==> src/rtl/note_sequencer.sv <==
// Chart-driven note sequencer: walks a ROM of {lane mask, duration} entries and
// presents each mask for duration*TICK_DIV clocks. NOTE_SEQ_LOOP_EN makes the song repeat.
module note_sequencer #(
    parameter int TICK_DIV = 12500000,
    parameter int ADDR_W   = 8
) (
    input  logic              clk,
    input  logic              reset_n,
    input  logic              start,
    input  logic              pause,
    input  logic              stop,
    output logic [ADDR_W-1:0] rom_addr,
    input  logic [15:0]       rom_data,
    output logic [4:0]        notes_to_play,
    output logic              note_valid,
    output logic              song_done,
    output logic              busy
);
    localparam int TW = $clog2(TICK_DIV);
    localparam logic [TW-1:0]     TICK_MAX = TW'(TICK_DIV - 1);
    localparam logic [ADDR_W-1:0] ADDR_MAX = '1;

    typedef enum logic [2:0] {IDLE, FETCH, WAIT, LOAD, HOLD, DONE} state_t;
    state_t state, state_nx;

    logic [10:0]   dur_cnt;
    logic [TW-1:0] tick_cnt;
    logic          valid_pend;
    logic [4:0]    rom_mask;
    logic [10:0]   rom_dur;
    logic          do_start, do_load, do_adv, note_end, wrap, last_addr;

    assign rom_mask = rom_data[15:11];
    assign rom_dur  = rom_data[10:0];
    assign busy     = (state != IDLE) && (state != DONE);

    always_ff @(posedge clk or negedge reset_n) begin
        if (!reset_n) state <= IDLE;
        else          state <= state_nx;
    end

    always_comb begin
        state_nx  = state;
        do_start  = 1'b0;
        do_load   = 1'b0;
        do_adv    = 1'b0;
        note_end  = 1'b0;
        wrap      = 1'b0;
        last_addr = (rom_addr == ADDR_MAX);
        case (state)
            IDLE, DONE: if (start) begin
                state_nx = FETCH;
                do_start = 1'b1;
            end
            FETCH: state_nx = WAIT;
            WAIT:  state_nx = LOAD;
            LOAD: begin
                if (rom_dur == 11'd0) begin
`ifdef NOTE_SEQ_LOOP_EN
                    wrap     = 1'b1;
                    state_nx = FETCH;
`else
                    state_nx = DONE;
`endif
                end else begin
                    do_load  = 1'b1;
                    state_nx = HOLD;
                end
            end
            HOLD: if (!pause) begin
                do_adv = 1'b1;
                if (tick_cnt == TICK_MAX && dur_cnt <= 11'd1) begin
                    note_end = 1'b1;
                    if (!last_addr) state_nx = FETCH;
                    else begin
`ifdef NOTE_SEQ_LOOP_EN
                        wrap     = 1'b1;
                        state_nx = FETCH;
`else
                        state_nx = DONE;
`endif
                    end
                end
            end
            default: state_nx = IDLE;
        endcase
        // stop outranks every other request in the same cycle
        if (stop) begin
            state_nx = IDLE;
            do_start = 1'b0;
            do_load  = 1'b0;
            do_adv   = 1'b0;
            note_end = 1'b0;
            wrap     = 1'b0;
        end
    end

    always_ff @(posedge clk or negedge reset_n) begin
        if (!reset_n) begin
            rom_addr      <= '0;
            notes_to_play <= '0;
            note_valid    <= 1'b0;
            valid_pend    <= 1'b0;
            song_done     <= 1'b0;
            dur_cnt       <= '0;
            tick_cnt      <= '0;
        end else if (stop) begin
            rom_addr      <= '0;
            notes_to_play <= '0;
            note_valid    <= 1'b0;
            valid_pend    <= 1'b0;
            song_done     <= 1'b0;
            dur_cnt       <= '0;
            tick_cnt      <= '0;
        end else begin
            // note_valid trails the mask update by one clock
            valid_pend <= do_load;
            note_valid <= valid_pend;
            if (do_start) begin
                rom_addr <= '0;
                dur_cnt  <= '0;
                tick_cnt <= '0;
            end
            if (do_load) begin
                notes_to_play <= rom_mask;
                dur_cnt       <= rom_dur;
                tick_cnt      <= '0;
            end
            if (do_adv) begin
                if (tick_cnt == TICK_MAX) begin
                    tick_cnt <= '0;
                    dur_cnt  <= dur_cnt - 11'd1;
                end else begin
                    tick_cnt <= tick_cnt + 1'b1;
                end
            end
            if (note_end && !last_addr) rom_addr <= rom_addr + 1'b1;
            if (wrap) rom_addr <= '0;
            if (state == DONE) notes_to_play <= '0;
`ifdef NOTE_SEQ_LOOP_EN
            song_done <= wrap;
`else
            song_done <= (state == DONE) && (state_nx == DONE);
`endif
        end
    end
endmodule
==> config.mk <==
export PLATFORM = sky130hd
export DESIGN_NAME = note_sequencer
export DESIGN_NICKNAME = d
export VERILOG_FILES = /design/src/rtl/note_sequencer.sv
export SDC_FILE = /design/constraint.sdc
export NUM_CORES = 1
export LEC_CHECK = 0
export CAP_MARGIN = 20
export CELL_PAD_IN_SITES_DETAIL_PLACEMENT = 1
export CELL_PAD_IN_SITES_GLOBAL_PLACEMENT = 1
export CORE_AREA = 4 4 76 106
export DETAILED_ROUTE_END_ITERATION = 12
export DIE_AREA = 0 0 80 110
export GPL_ROUTABILITY_DRIVEN = 1
export PLACE_DENSITY_LB_ADDON = 0.1
export SLEW_MARGIN = 30
export SYNTH_ARGS = -nofsm -noshare
export SYNTH_HDL_FRONTEND = slang
export SYNTH_SLANG_ARGS = --single-unit
export TNS_END_PERCENT = 30
==> constraint.sdc <==
create_clock -name clk -period 3.8 [get_ports clk]
set_input_delay 0.38 -clock clk [delete_from_list [all_inputs] [get_ports clk]]
set_output_delay 0.38 -clock clk [all_outputs]
set_load 0.02 [all_outputs]
---- Yosys cells after proc, flatten, opt, wreduce, memory -nomap -nowiden ----
Index checks and enable logic that the tools add are counted.
word-level totals
  register bits after elaboration ......... 54
  input bits .............................. 21
  word-level logic and storage cells ...... 72
operators by class
  reductions and logical operators ........ 12
  magnitude comparators ................... 1
  add/subtract/negate cells ............... 3
  mux-type cells .......................... 39
  eq/ne operators ......................... 9
operator list
  kind                   count
  $mux 24                5
  $mux 11                5
  $add 24x1->24 const B  1
  $eq 24x24->1 const B   1
  $mux 8                 3
  $mux 1                 17
  $mux 3                 5
  $mux 5                 3
  $pmux 3 s5             1
  $le 11x1->1 const B    1
  $logic_not 11->1       1
  $sub 11x1->11 const B  1
  $eq 3x3->1 const B     3
  $reduce_bool 3->1      3
  $add 8x1->8 const B    1
  $eq 8x8->1 const B     1
  $eq 3x2->1 const B     2
  $logic_and 1x1->1      4
  $reduce_bool 4->1      1
  $eq 3x1->1 const B     1
  $logic_not 3->1        1
  $ne 3x3->1 const B     1
  $reduce_or 2->1        1
  $logic_not 1->1        1

---- Depth between registers and ports, before layout ----
Gate-level depths: netlist (run 1).
  depth in word-level cells ............... 9
  depth in mapped cells ................... 8
  mapped depth without buffers ............ 7

---- Worst setup path after synthesis (run 1) ----
Ideal clock, no wire load.
  kind .................................... register to register
  start ................................... register tick_cnt[7]
  end ..................................... register tick_cnt[8]
  data required time ...................... 3.679 ns
  path slack .............................. 1.684 ns
  clock period less this slack ............ 2.116 ns
  stages on the path, launching flop included .. 7
  arrival time ............................ 1.995 ns
  cells stage by stage .................... dfrtp_1 -> or4_1 -> nor4_4 -> a21oi_1 -> buf_2 -> buf_2 -> a22o_1
between the ends
  cells in the longest elaborated chain, start to end .. 4
  elaborated cells between the ends (all ways) .. 5
ends and longest elaborated chain
  what                                                  RTL line  RTL
  start, declared                                       27        logic [TW-1:0] tick_cnt;
  start signal, assigned                                134       tick_cnt <= tick_cnt + 1'b1;
  $add 24x1->24 / $eq 24x24->1 (equally long branches)  134, 130
  $mux 24 (*)                                           130       if (tick_cnt == TICK_MAX) begin
  $mux 24 (*)                                           129       if (do_adv) begin
  $mux 24 (*)                                           107       end else if (stop) begin
Mark *: on every way between the ends. The rest lies on a longest branch, timed or not.
A chain may end at the register's enable or synchronous reset.

---- Final worst setup path (run 1) ----
  start ................................... input stop
  end ..................................... register dur_cnt[7]
between the ends
  cells in the longest elaborated chain, start to end .. 6
  elaborated cells between the ends (all ways) .. 8
ends and longest elaborated chain
  what                  RTL line  RTL
  start, declared       11        input logic stop,
  $mux 1                88        if (stop) begin
  $mux 11               119       if (do_start) begin
  $mux 11               124       if (do_load) begin
  $mux 11               130
  $mux 11               129
  $mux 11 (*)           107
  end signal, assigned  126       dur_cnt <= rom_dur;
  end signal, assigned  132       dur_cnt <= dur_cnt - 11'd1;
  end, declared         26        logic [10:0] dur_cnt;
Marks and branches as above.

==> insert_results.sql, run 1 <==
INSERT INTO impl_metrics (metric_group, metric, value, unit) VALUES
('clocking', 'max-clock-path-buffers', '2', ''),
('synthesis', 'post_synth_most_frequent_cells', 'dfrtp_1, nand2_1, nand3_1', ''),
('route', 'drt_iter0_drc', '120', ''),
('route', 'first_pass_iters', '4', ''),
('min_path', 'hold_class', 'input pin to async pin', ''),
('timing', 'final_min_period', '2670', 'ps'),
('worst_setup_path', 'timing.critical_path.arrival', '2870', 'ps'),
('timing', 'hold_violations', '0', ''),
('clocking', 'cts.htree.levels', '2', ''),
('die', 'floorplan.die.height', '110', 'µm'),
('synthesis', 'synthesis.area', '3190', 'µm²'),
('route', 'drc', '0', ''),
('placement', 'io_buffers', '36', ''),
('pwr', 'vdd.ir_drop.worst', '0.149', 'mV'),
('layout', 'signed_area_change_from_the_synthesized_netlist_to_the_final_layout', '16.8', '%'),
('grt', 'pin_count_of_the_biggest_net_entering_global_routing', '30', ''),
('die', 'initial_utilization', '45.4', '%'),
('synthesis', 'synth.ff_latch_count', '54', ''),
('run', 'cap_violations', '0', ''),
('worst_setup_path', 'r2r_start', 'tick_cnt[16]', ''),
('status', 'run_status', 'finished, final reports clean', ''),
('layout', 'n_antenna_cell', '0', ''),
('timing', 'clock_skew', '13.2', 'ps'),
('worst_setup_path', 'worstPathRequired', '4000', 'ps'),
('timing', 'grt_setup_unrepaired', 'false', ''),
('grt', 'grt_antenna_before_repair', '0', ''),
('timing', 'report.final.setup_viol', '0', ''),
('die', 'die_w', '80', 'µm'),
('timing', 'finalHoldWorstSlack', '103', 'ps'),
('clocking', 'cts_root_buffer', 'clkbuf_8', ''),
('pwr', 'switchingPower', '322', 'µW'),
('clocking', 'cts.reportedPaths.clkPinSlew', '100', 'ps'),
('synthesis', 'yosysMostFrequentCell', 'dfrtp_1', ''),
('clocking', 'number_of_clock_buffers_inserted_by_tritoncts', '5', ''),
('synthesis', 'syn_avg_cell_area', '8.84', 'µm²'),
('synthesis', 'synthCells', '361', ''),
('pwr', 'p_leak', '1.53', 'nW'),
('synthesis', 'synth.top_cell.area_share', '42.4', '%'),
('route', 'antenna_left', '0', ''),
('clocking', 'postcts_setup_bufs', '0', ''),
('route', 'top_layer_used', 'met4', ''),
('die', 'die-area', '8800', 'µm²'),
('route', 'detail_route.vias_per_cell', '6.07', ''),
('clocking', 'number_of_cells_upsized_or_downsized_after_cts', '0', ''),
('worst_setup_path', 'crit_start', 'stop', ''),
('synthesis', 'ys_top_cells_by_area', 'dfrtp_1, nand2_1, nand3_1, a21oi_1, nand4_1', ''),
('timing', 'final_max_slew_viol_count', '0', ''),
('worst_setup_path', 'worst-path-max-fanout', '17', ''),
('die', 'std_cell_rows', '36', ''),
('clocking', 'clock_insertion_delay_worst_skew', '320', 'ps'),
('pwr', 'pwr-share-comb', '14.4', '%'),
('synthesis', 'synth-edff-count', '0', ''),
('layout', 'drive_above_1_share', '7.11', '%'),
('worst_setup_path', 'cp_slowest_stage_delay', '740', 'ps'),
('synthesis', 'synth.net_count', '386', ''),
('clocking', 'cts_hold_buffers', '0', ''),
('synthesis', 'synth_largest_area_cell', 'dfrtp_1', ''),
('synthesis', 'dominantRegCellSynth', 'dfrtp_1', ''),
('pwr', 'power_density_over_the_cells', '300', 'nW/µm²'),
('route', 'detail_route.wirelength.met1', '4.03', 'mm'),
('pwr', 'clkPwrFrac', '31.9', '%'),
('die', 'ios', '37', ''),
('worst_setup_path', 'crit_path_start_kind', 'input pin', ''),
('worst_setup_path', 'cp_cell_sequence', 'clkdlybuf4s50_1, or3b_2, nor3_1, nand4_1, o211a_1, a211o_1', ''),
('route', 'routed-wl-met3', '209', 'µm'),
('clocking', 'cts.sinks', '54', ''),
('grt', 'grt.overflow.total', '0', ''),
('grt', 'grt.total_usage', '22.3', '%'),
('clocking', 'tritoncts_clock_tree', 'yes', ''),
('die', 'core_region_area', '7030', 'µm²'),
('timing', 'fin_crit_sh', '70.2', '%');
==> registers in the layout (all words and copies together) (netlist names) <==
name,count
note_valid,1
state,3
tick_cnt,24
song_done,1
valid_pend,1
notes_to_play,5
dur_cnt,11
rom_addr,8
==> final cells by class <==
type | instances | area, µm²
fill | 858 | 3300
multi-input combinational | 280 | 1720
sequential | 54 | 1350
timing repair buffer | 42 | 400
tap | 95 | 119
clock buffer | 6 | 82.6
inverter | 10 | 37.5
clock inverter | 2 | 16.3
==> cell families (layout without fill, tap and decap cells) <==
logic type / after synthesis / in the layout / share of synthesized area [%]
XOR/XNOR: 6 / 6 / 1.65
AO/OA/AOI/OAI: 96 / 96 / 20.3
adder cells (fa/ha/maj): 4 / 4 / 1.57
buffers and inverters: 27 / 60 / 3.84
flip-flops: 54 / 54 / 42.4
AND/OR/NAND/NOR: 173 / 173 / 30.0
multiplexers: 1 / 1 / 0.314
==> worst paths after layout <==
check | cells past startpoint | slack [ps] | endpoint
worst max-delay path | 6 | 1130 | dur_cnt[7]
worst min-delay path | 1 | 100 | dur_cnt[0]
worst max register to register | 6 | 1320 | rom_addr[5]
worst min register to register | 1 | 490 | note_valid
max in group asynchronous | 2 | 2890 | notes_to_play[0]
min in group clk | 1 | 490 | note_valid
==> power by group through the flow <==
stage / Sequential (mW) / Clock, mW / Combinational, mW
CTS: 0.599 / 0.365 / 0.162
floorplan: 0.602 / 0 / 0.0903
global route: 0.602 / 0.390 / 0.178
finish: 0.599 / 0.357 / 0.161
global placement: 0.610 / 0 / 0.159
detailed placement: 0.610 / 0 / 0.161
==> routing by layer <==
metal / GRT usage (%) / vias up
li1: - / 1420
met1: 28.2 / 1499
met2: 39.3 / 38
met3: 3.41 / 11
met4: 6.16 / 0
met5: 0 / -
==> worst max-delay path, delay by kind of cell <==
family	cells	cell delay (ps)
and+or+nand+nor	3	1230
buffers and inverters	1	740
AOI/OAI and AO/OA	2	540
==> cells in the final DEF (no fill, tap or decap), drive strengths merged, types with 2 or more instances in the layout <==
cell type	count
a2111o	2
a211oi	4
a21o	6
a21oi	21
a22o	7
a31oi	14
a41oi	4
and2	2
and3	6
and4	3
buf	7
clkbuf	6
clkdlybuf4s50	35
dfrtp	54
ha	4
inv	11
nand2	42
nand2b	7
nand3	24
nand3b	2
nand4	16
nor2	20
nor2b	2
nor3	15
nor3b	3
nor4	9
o211a	2
o211ai	7
o21ai	17
o21bai	2
o31ai	3
or2	4
or3	7
or4	7
xor2	5
==> per-stage QoR <==
step           area (µm²)  worst slack [ps]  power [mW]  std cells
2_1_floorplan        3190              1680       0.692        361
3_3_place_gp         3630               863       0.769        481
3_5_place_dp         3630               809       0.772        481
4_1_cts              3730              1160        1.13        489
5_1_grt              3730               958        1.17        489
6_report             3730              1130        1.12        489
No activity file was read; power rests on OpenSTA's default activity.
==> run 2, diff against run 1 <==
--- a/config.mk
+++ b/config.mk
@@ -8,9 +8,9 @@
 export CAP_MARGIN = 20
 export CELL_PAD_IN_SITES_DETAIL_PLACEMENT = 1
 export CELL_PAD_IN_SITES_GLOBAL_PLACEMENT = 1
-export CORE_AREA = 4 4 76 106
+export CORE_AREA = 4 4 82 115
 export DETAILED_ROUTE_END_ITERATION = 12
-export DIE_AREA = 0 0 80 110
+export DIE_AREA = 0 0 86 119
 export GPL_ROUTABILITY_DRIVEN = 1
 export PLACE_DENSITY_LB_ADDON = 0.1
 export SLEW_MARGIN = 30
==> constraint.sdc (replaced) <==
create_clock -name clk -period 2.1 [get_ports clk]
set_input_delay 0.21 -clock clk [delete_from_list [all_inputs] [get_ports clk]]
set_output_delay 0.21 -clock clk [all_outputs]
set_load 0.02 [all_outputs]
==> insert_results.sql, run 2 (synthesized netlist as in run 1, its figures left out) <==
INSERT INTO impl_metrics (metric_group, metric, value, unit) VALUES
('placement', 'dp_hpwl', '8.39', 'mm'),
('die', 'std_cell_rows', '40', ''),
('worst_setup_path', 'regToRegSetupSlack', '-20', 'ps'),
('worst_setup_path', 'timing.critical_path.arrival', '2300', 'ps'),
('clocking', 'cts.htree.levels', '2', ''),
('worst_setup_path', 'worst-path-max-fanout', '29', ''),
('worst_setup_path', 'timing.setup.critical_path_class', 'flip-flop to flip-flop', ''),
('grt', 'grt_antenna_before_repair', '0', ''),
('timing', 'hold_violations', '0', ''),
('worst_setup_path', 'worst_path_dominant_cell_family', 'simple AND/OR/NAND/NOR gates', ''),
('route', 'wirelength', '11.1', 'mm'),
('layout', 'final_net_count', '495', ''),
('pwr', 'power_density_over_the_cells', '505', 'nW/µm²'),
('layout', 'stdcell_area', '4530', 'µm²'),
('grt', 'first_pass_grt_wire_length', '18.3', 'mm'),
('layout', 'n_antenna_cell', '0', ''),
('die', 'ios', '37', ''),
('die', 'floorplan.die.height', '119', 'µm'),
('placement', 'io_buffers', '36', ''),
('pwr', 'vdd.ir_drop.worst', '0.299', 'mV'),
('status', 'run_status', 'finished with violations', ''),
('layout', 'final_common_cell', 'buf_4', ''),
('timing', 'grt_setup_unrepaired', 'true', ''),
('pwr', 'totalPowerFinal', '2.29', 'mW'),
('layout', 'fin_util', '53.5', '%'),
('route', 'drt_iter0_drc', '113', ''),
('clocking', 'cts.sinks', '54', ''),
('route', 'antenna_left', '0', ''),
('clocking', 'clock_insertion_delay_worst_skew', '300', 'ps'),
('grt', 'grt.total_usage', '22.7', '%'),
('route', 'num_vias', '3302', ''),
('route', 'detail_route.vias_per_cell', '5.74', ''),
('layout', 'flip_flop_count_of_the_largest_register_after_layout', '24', ''),
('timing', 'fmax', '472', 'MHz'),
('timing', 'worst_slew_pin_slew', '508', 'ps'),
('worst_setup_path', 'capture_point_of_the_worst_reg_to_reg_path', 'tick_cnt[6]', ''),
('layout', 'top_register', 'tick_cnt', ''),
('route', 'first_pass_iters', '4', ''),
('worst_setup_path', 'crit_path_start_kind', 'flip-flop', ''),
('timing', 'report.final.setup_viol', '5', ''),
('route', 'drc', '0', ''),
('pwr', 'p_leak', '1.95', 'nW'),
('grt', 'grt.overflow.total', '0', ''),
('timing', 'worst_slew_slack_as_a_fraction_of_its_limit', '66.2', '%'),
('layout', 'final_cell_mix', 'buf_4, dfrtp_1, nand2_1', ''),
('status', 'failed_checks', 'setup timing', ''),
('worst_setup_path', 'worstPathBufferInverterCount', '3', ''),
('worst_setup_path', 'crit_slowest_cell', 'or4_4', ''),
('timing', 'setup_ws', '-20.0', 'ps'),
('timing', 'fin_crit_sh', '101', '%'),
('worst_setup_path', 'critical_path.endpoint_type', 'flip-flop', ''),
('min_path', 'hold_class', 'input pin to async pin', ''),
('placement', 'routabilityCongestion', '0.847', ''),
('clocking', 'max-clock-path-buffers', '2', ''),
('grt', 'pin_count_of_the_biggest_net_entering_global_routing', '30', ''),
('die', 'initial_utilization', '37.7', '%'),
('worst_setup_path', 'r2r_start', 'tick_cnt[7]', ''),
('run', 'cap_violations', '0', ''),
('grt', 'first_global_vias', '3637', ''),
('clocking', 'number_of_clock_buffers_inserted_by_tritoncts', '5', ''),
('timing', 'final_min_period', '2120', 'ps'),
('timing', 'final_max_slew_viol_count', '0', ''),
('die', 'die_w', '86', 'µm'),
('die', 'core_region_area', '8460', 'µm²'),
('clocking', 'cts_root_buffer', 'clkbuf_16', ''),
('die', 'die-area', '10200', 'µm²'),
('route', 'wl_per_cell', '19.3', 'µm'),
('layout', 'signed_area_change_from_the_synthesized_netlist_to_the_final_layout', '41.9', '%'),
('worst_setup_path', 'cp_slowest_stage_delay', '570', 'ps'),
('timing', 'finalHoldWorstSlack', '408', 'ps'),
('clocking', 'tritoncts_clock_tree', 'yes', ''),
('layout', 'drive_above_1_share', '26.4', '%'),
('placement', 'detailed_place.area', '4230', 'µm²'),
('worst_setup_path', 'worstPathRequired', '2280', 'ps'),
('timing', 'setup_tns', '-54.8', 'ps'),
('clocking', 'cts.reportedPaths.clkPinSlew', '70', 'ps'),
('worst_setup_path', 'ff2ff_path_depth', '8', ''),
('layout', 'biggestRegsByFlops', 'tick_cnt x24, dur_cnt x11, rom_addr x8', ''),
('timing', 'clock_skew', '8.71', 'ps'),
('worst_setup_path', 'cp_cell_sequence', 'buf_6, or4_4, nor4_4, buf_4, a21oi_2, buf_12, a41oi_2, a31oi_1', '');
[run 2: cell types whose count changed in the layout (fill, tap and decap cells not counted), sizes merged]
cell / change
inv: -1
clkinv: +2
buf: +76
clkbuf: -1
clkinvlp: -1
dlygate4sd3: +1
[run 2: how the worst max path moves through the flow]
stage               slack, ps  cells after the start          from     endpoint
finish                    -20                      8   tick_cnt[7]  tick_cnt[6]
global route              -90                      5   tick_cnt[6]   dur_cnt[1]
CTS                       -20                      6  tick_cnt[22]   dur_cnt[7]
detailed placement       -180                      7          stop   dur_cnt[6]
global placement         -180                      7          stop   dur_cnt[6]
floorplan                   4                      6   tick_cnt[6]   dur_cnt[1]
[run 2: report_power, final]
part	total, mW	internal, mW	switching (mW)
registers	1.08	1.06	0.0187
logic	0.395	0.179	0.215
clock network	0.819	0.432	0.386
total	2.29	1.67	0.620
[run 2: per-layer routing]
| metal | global-route usage, % | vias up | wire, µm |
|---|---|---|---|
| met5 | 0 | - | 0 |
| met4 | 8.61 | 0 | 363 |
| met3 | 3.11 | 20 | 262 |
| met2 | 42.6 | 52 | 6140 |
| met1 | 25.0 | 1648 | 4330 |
| li1 | - | 1582 | - |
[run 2: repair_timing]
action | CTS | global route
gates resized for setup | 11 | 24
pin swaps | 6 | 15
hold endpoints to repair | 18 | 0
setup buffers | 2 | 2
setup endpoints to repair | 29 | 37
hold buffers | 1 | 0
[run 2: cell type report]
class                      instances  area (µm²)
fill                            1009        3930
multi-input combinational        280        1840
sequential                        54        1350
timing repair buffer             119        1030
tap                              105         131
clock buffer                       5         125
inverter                          10        37.5
clock inverter                     2        10.0
[run 2: stage by stage]
| stage | setup slack [ps] | cells |
|---|---|---|
| after floorplan | 3.69 | 361 |
| after global placement | -180 | 564 |
| after detailed placement | -180 | 564 |
| after CTS | -17.8 | 573 |
| after global routing | -91.9 | 575 |
| final | -20.0 | 575 |
